[config.mk]
export PLATFORM = sky130hd
export DESIGN_NAME = divu_p6y3
export DESIGN_NICKNAME = d
export VERILOG_FILES = /design/src/rtl/divu_p6y3.sv
export SDC_FILE = /design/constraint.sdc
export NUM_CORES = 1
export LEC_CHECK = 0
export CORE_MARGIN = 2
export CORE_UTILIZATION = 56
export DETAILED_ROUTE_END_ITERATION = 8
export PLACE_DENSITY = 0.92
export SYNTH_ARGS = -nofsm -noshare
export SYNTH_HDL_FRONTEND = slang
export SYNTH_SLANG_ARGS = --single-unit
[constraint.sdc]
create_clock -name clk -period 2.9 [get_ports clk]
set_clock_uncertainty 0.1 [all_clocks]
set_input_delay 0.58 -clock clk [delete_from_list [all_inputs] [get_ports clk]]
set_output_delay 0.58 -clock clk [all_outputs]
set_load 0.01 [all_outputs]
[src/rtl/divu_p6y3.sv]
// Sequential unsigned restoring divider: one quotient bit per clock, start/busy/rdy handshake.
// Optional macro DIVU_DIV0_EN adds the dz port and a one-edge divide-by-zero shortcut.
module divu_p6y3 #(
   parameter int P_WIDTH = 6,
   parameter int Y_WIDTH = 3
) (
   input  logic               clk,
   input  logic               rst,
   input  logic               start,
   input  logic [P_WIDTH-1:0] p,
   input  logic [Y_WIDTH-1:0] y,
   output logic [P_WIDTH-1:0] q,
   output logic [Y_WIDTH-1:0] r,
   output logic               busy,
`ifdef DIVU_DIV0_EN
   output logic               rdy,
   output logic               dz
`else
   output logic               rdy
`endif
);

   localparam int CNT_W = $clog2(P_WIDTH + 1);

   typedef enum logic [1:0] {
      IDLE = 2'd0,
      RUN  = 2'd1,
      DONE = 2'd2
   } state_t;

   state_t               state;
   logic [CNT_W-1:0]     cnt;
   logic [P_WIDTH-1:0]   dvd;
   logic [Y_WIDTH-1:0]   dvs;
   logic [Y_WIDTH:0]     rem;
   logic [P_WIDTH-1:0]   quo;

   logic [Y_WIDTH:0]     rem_sh;
   logic [Y_WIDTH:0]     rem_nx;
   logic                 qbit;

   // One restoring step: bring in the next dividend bit, subtract if it fits.
   always_comb begin
      rem_sh = {rem[Y_WIDTH-1:0], dvd[P_WIDTH-1]};
      rem_nx = rem_sh;
      qbit   = 1'b0;
      if (rem_sh >= {1'b0, dvs}) begin
         rem_nx = rem_sh - {1'b0, dvs};
         qbit   = 1'b1;
      end
   end

   // Operand/working registers carry no reset; only control and visible outputs do.
   always_ff @(posedge clk) begin
      if (rst) begin
         state <= IDLE;
         cnt   <= '0;
         busy  <= 1'b0;
         rdy   <= 1'b0;
         q     <= '0;
         r     <= '0;
`ifdef DIVU_DIV0_EN
         dz    <= 1'b0;
`endif
      end else begin
         case (state)
            IDLE, DONE: begin
               if (start) begin
`ifdef DIVU_DIV0_EN
                  if (y == '0) begin
                     state <= DONE;
                     busy  <= 1'b0;
                     rdy   <= 1'b1;
                     dz    <= 1'b1;
                     q     <= '1;
                     r     <= '0;
                  end else begin
                     state <= RUN;
                     busy  <= 1'b1;
                     rdy   <= 1'b0;
                     dz    <= 1'b0;
                     cnt   <= '0;
                     dvd   <= p;
                     dvs   <= y;
                     rem   <= '0;
                  end
`else
                  state <= RUN;
                  busy  <= 1'b1;
                  rdy   <= 1'b0;
                  cnt   <= '0;
                  dvd   <= p;
                  dvs   <= y;
                  rem   <= '0;
`endif
               end
            end
            RUN: begin
               dvd <= dvd << 1;
               rem <= rem_nx;
               quo <= {quo[P_WIDTH-2:0], qbit};
               cnt <= cnt + 1'b1;
               if (cnt == CNT_W'(P_WIDTH - 1)) begin
                  state <= DONE;
                  busy  <= 1'b0;
                  rdy   <= 1'b1;
                  q     <= {quo[P_WIDTH-2:0], qbit};
                  r     <= rem_nx[Y_WIDTH-1:0];
               end
            end
            default: begin
               state <= IDLE;
               busy  <= 1'b0;
               rdy   <= 1'b0;
            end
         endcase
      end
   end

endmodule
==> Yosys cells after proc, flatten, opt, wreduce, memory -nomap -nowiden <==
Cells that the tools add are included.
{ "totals": {"regBits": 33, "in_bits": 12, "out_inout_bits": 11, "word_cells": 45} }
{ "op_classes": {"n_addsub": 2, "magnitude_cmp": 1, "eq_ne": 5, "muxes": 17, "n_bitwise": 1, "reduce_logical": 9} }
{ "op_table": {"columns": ["op", "n"], "rows": [
  ["3-bit one-hot mux with 2 select lines", 2],
  ["6-bit one-hot mux with 2 select lines", 1],
  ["3-bit 2-to-1 mux", 3],
  ["2-bit AND reduction", 4],
  ["6-bit 2-to-1 mux", 1],
  ["3-bit AND reduction", 2],
  ["1-bit 2-to-1 mux", 5],
  ["4-bit by 3-bit >= comparator with 1-bit output", 1],
  ["2-bit 2-to-1 mux", 2],
  ["2-bit != test, second input constant", 2],
  ["1-bit one-hot mux with 2 select lines", 2],
  ["2-bit one-hot mux with 2 select lines", 1],
  ["3-bit by 1-bit adder with 3-bit output, second input constant", 1],
  ["3-bit equality test, second input constant", 1],
  ["3-bit subtractor", 1],
  ["2-bit by 1-bit equality test with 1-bit output, second input constant", 1],
  ["2-bit equality test, second input constant", 1],
  ["2-bit zero test", 1],
  ["2-bit nonzero test", 1],
  ["2-bit OR reduction", 1],
  ["1-bit NOT", 1]
]} }

==> Depth between registers and ports, before layout <==
{ "depth": {"depth_word": 4, "mapped_depth": 6, "ltp_nobuf": 6} }

==> Least setup slack after synthesis <==
Ideal clock, no wire load.
{ "synth_path": {"path_type": "input to register", "startpoint": "input port rst", "endpoint": "register dvd[0] (enable)", "setup_time_ps": 378, "arrival_ps": 1482, "required_time_ps": 2422, "setup_slack_ps": 940, "path_stages": 3, "path_buffers": 2, "path_cell_list": "clkbuf_1 -> clkbuf_1 -> a21oi_1"} }
{ "synth_via": {"elab_chain_len": 2} }
{ "synth_rtl": {"columns": ["element", "line_no", "text"], "rows": [
  ["from (decl)", "8", "input logic rst,"],
  ["1-bit NOT (no source line)", null, null],
  ["3-bit AND reduction (no source line)", null, null],
  ["to (signal assigned)", "92", "dvd <= p;"],
  ["to (signal assigned)", "99", "dvd <= dvd << 1;"],
  ["to (decl)", "33", "logic [P_WIDTH-1:0] dvd;"]
]} }
No other way between the ends.
A chain may end at the register's enable or synchronous reset.

==> Worst setup path in the final report <==
{ "layout_path": {"startpoint": "register dvd[5]", "endpoint": "register rem[1] (data pin)"} }
{ "layout_via": {"elab_chain_len": 3, "word_cells_on_any_way": 4, "cone_classes": "1 x add/sub; 1 x order compare; 2 x mux"} }
{ "layout_rtl": {"columns": ["element", "line_no", "text"], "rows": [
  ["4-bit by 3-bit >= comparator with 1-bit output or 3-bit subtractor (tied branches)", "47, 48", null],
  ["3-bit 2-to-1 mux *", "47", "if (rem_sh >= {1'b0, dvs}) begin"],
  ["3-bit one-hot mux with 2 select lines *", "66", "case (state)"],
  ["to (signal assigned)", "100", "rem <= rem_nx;"],
  ["to (decl)", "35", "logic [Y_WIDTH:0] rem;"]
]} }
Mark *: on every way between the ends. The rest lies on a longest branch, timed or not.

==> results.md <==
* Number of different library cells in the post-synthesis netlist at 33
* Worst-case setup margin in the final layout at approximately 920 ps
* DRT Wirelength at roughly 2.6 mm
* Hold Crit Class: reg2reg
* Overflow after GRT at 0
* Power per unit of standard cell area at about 550 nW/µm²
* Total Power Consumption at 976 µW
* Core ar. at about 2500 µm²
* Row count at 18
* Arr. time, crit path at ~2000 ps
* Netlist area before placement at approximately 1500 µm²
* F_max at about 500 MHz
* Max Root-Sink Buffers at 2
* Pre-CTS setup slack at approximately 770 ps
* CP Capture Type: flip-flop
* Final hold violation count at 0
* Total via count after detailed routing at around 1.0k
* Async set-reset flop share out of synthesis at 0%
* Largest area contributor in the synthesized netlist: edfxtp_1
* Number of global-route vias before repair at roughly 1000
* DRC Markers at 0
* Post-CTS clock slew at the launch and capture registers of the worst setup and hold paths at roughly 100 ps
* Number of DRC markers in iteration 0 at 24
* Number of buffers added on ports at 22
* Leak at between 0.0006 and 0.0007 µW
* Top Ports at 23
* Number of nets in the layout at between 150 and 200
* Fraction of layout instances using a drive strength above 1 at between 10% and 20%
* Unrepaired setup endpoints after global routing: false
* Final GP Congestion at approximately 0.9
* Startpoint kind of the worst setup timing path: flip-flop
* Maximum level of the CTS H-tree at 2
* Sum of negative setup slack at 0 ps
* Pin count of the biggest net entering global routing at 14
* Leading cell types by total area after synthesis: edfxtp_1 (35%), dfxtp_1 (22%), a21oi_1 (5.5%)
* Detailed placer's ending HPWL at ~1.9 mm
* Number of flops mapped to enable cells by yosys at 17
* Max-capacitance violation count at 0
* Pre-antenna DRT Iters at 4
* All-layer global routing usage at ~21%
* Primary FF master, synth: edfxtp_1
* Total number of clock tree sinks at 33
* Die Span Y at roughly 55 µm
* DIE WIDTH at approximately 55 µm
* Setup violation total in the final timing report at 0
* Outcome: finished, final reports clean
* Utilization of the core after routing at a little under three quarters
* Clock tree from TritonCTS: done
* Worst setup path class: reg2reg
* Post-Synthesis Mean Instance Area at roughly 11 µm²
* DIE AREA at approximately 3000 µm²
* Area share of the largest cell type after synthesis at about a third
* Global-route wire length before repair at ~4.2 mm
* Starting density of the core at 58.6%
* Sequential cell area fraction in the yosys report at between 50% and 60%
* Area grow syn2layout at 21.9%
* Clock Latency Late Sink at between 300 and 400 ps
* Buffer type at the clock tree root: clkbuf_4
* Yosys Warn Count at 0
* Transition time at the pin with the least slew margin at ~480 ps
* Largest fanout on the critical path at 7
* Worst Hold Margin at approximately 360 ps
* Diodes inserted at 0
* Headroom to the max-slew limit at about two thirds
* Number of antenna violations at the first check in global routing at 0
* Post-CTS Hold Buffers at 0
* Gate count of the mapped netlist at between 100 and 150
* Count of nets left with antenna violations after detail routing at 0
* Min Tclk post-route at between 1500 and 2000 ps
* Syn Nets at about 150
* TritonCTS buffer count at 5
* Cell depth of the worst flop-to-flop path at 6
* Routed wire length per instance at ~14 µm
* Post-CTS Repair Setup Buffers at 0
* Final count of pins violating max slew at 0
* Data required time at the worst endpoint at 2970 ps
* Period Utilization, post-route at around two thirds
* Worst-case vdd ir drop at about 0.41 mV
* Number of cells on the worst hold path at 2
* # resized after CTS at 0
* Detail-routed via count per cell at around 5.6
* Synthesized flop and latch total at 33
[worst max-delay path: stages, from the launching register on]
cell	delay, ps
edfxtp_1	370
inv_1	50
ha_1	200
fa_1	370
nand2b_1	250
a31o_2	300
a21oi_1	170
[state kept, by name, summed over array words and instances, names as in the netlist]
signal  count
rem         3
q           6
dvs         3
busy        1
cnt         3
r           3
quo         5
state       2
rdy         1
dvd         6
[metal layers]
layer	track usage [%]	vias up	wire (µm)
met5	0	-	0
met4	10.6	0	42
met3	9.14	6	156
met2	34.5	34	1380
met1	22.3	484	1070
li1	-	515	-
[cells in the final DEF (no fill, tap or decap), types with 4 or more instances in the layout]
master | synthesis | layout
inv_1 | 6 | 6
edfxtp_1 | 17 | 17
nand2_1 | 11 | 11
clkdlybuf4s50_1 | 0 | 22
mux2_2 | 5 | 5
o21ai_0 | 4 | 4
dfxtp_1 | 16 | 16
nand2b_1 | 5 | 5
clkbuf_4 | 0 | 5
ha_1 | 5 | 5
nor2_1 | 9 | 9
a21oi_1 | 16 | 16
[synthesized netlist by cell type, drive strengths merged, types with 2 or more instances]
library cell / count
nand3: 3
nor3: 2
buf: 4
clkbuf: 2
nand2b: 5
nand2: 11
nor2: 10
mux2: 5
a21o: 2
and2: 2
o21ai: 4
a21oi: 16
nand4: 3
ha: 5
edfxtp: 17
inv: 6
nor3b: 3
dfxtp: 16
a311oi: 2
[worst paths after layout]
| kind | start | endpoint | slack [ps] |
|---|---|---|---|
| worst max register to register | dvd[5] | rem[1] | 920 |
| worst max-delay path | dvd[5] | rem[1] | 920 |
| worst min register to register | q[2] | q[2] | 360 |
| worst min-delay path | q[2] | q[2] | 360 |
[layout make-up]
class                      count  area (µm²)
multi-input combinational     84         559
clock buffer                   7        55.1
tap                           30        37.5
inverter                       6        22.5
fill                         184         707
sequential                    33         831
timing repair buffer          24         235
clock inverter                 1        30.0
[where the power goes]
part,switching (µW),internal (µW)
clock network,153,206
registers,12.1,512
logic,48.0,44.8
[stage by stage]
stage	std cells	area [µm²]
3_3_place_gp	177	1690
3_5_place_dp	177	1690
5_1_grt	185	1770
6_report	185	1770
4_1_cts	185	1770
2_1_floorplan	129	1450
[logic make-up after synthesis]
family	count (synthesis)	synth area share, %
flops	33	57.2
compound gates	28	11.9
buf+inv	12	4.31
fa+ha+maj	6	5.68
simple gates	44	16.5
mux	5	3.88
xor+xnor	1	0.603
Note: power is estimated with default switching activity, not from simulation.
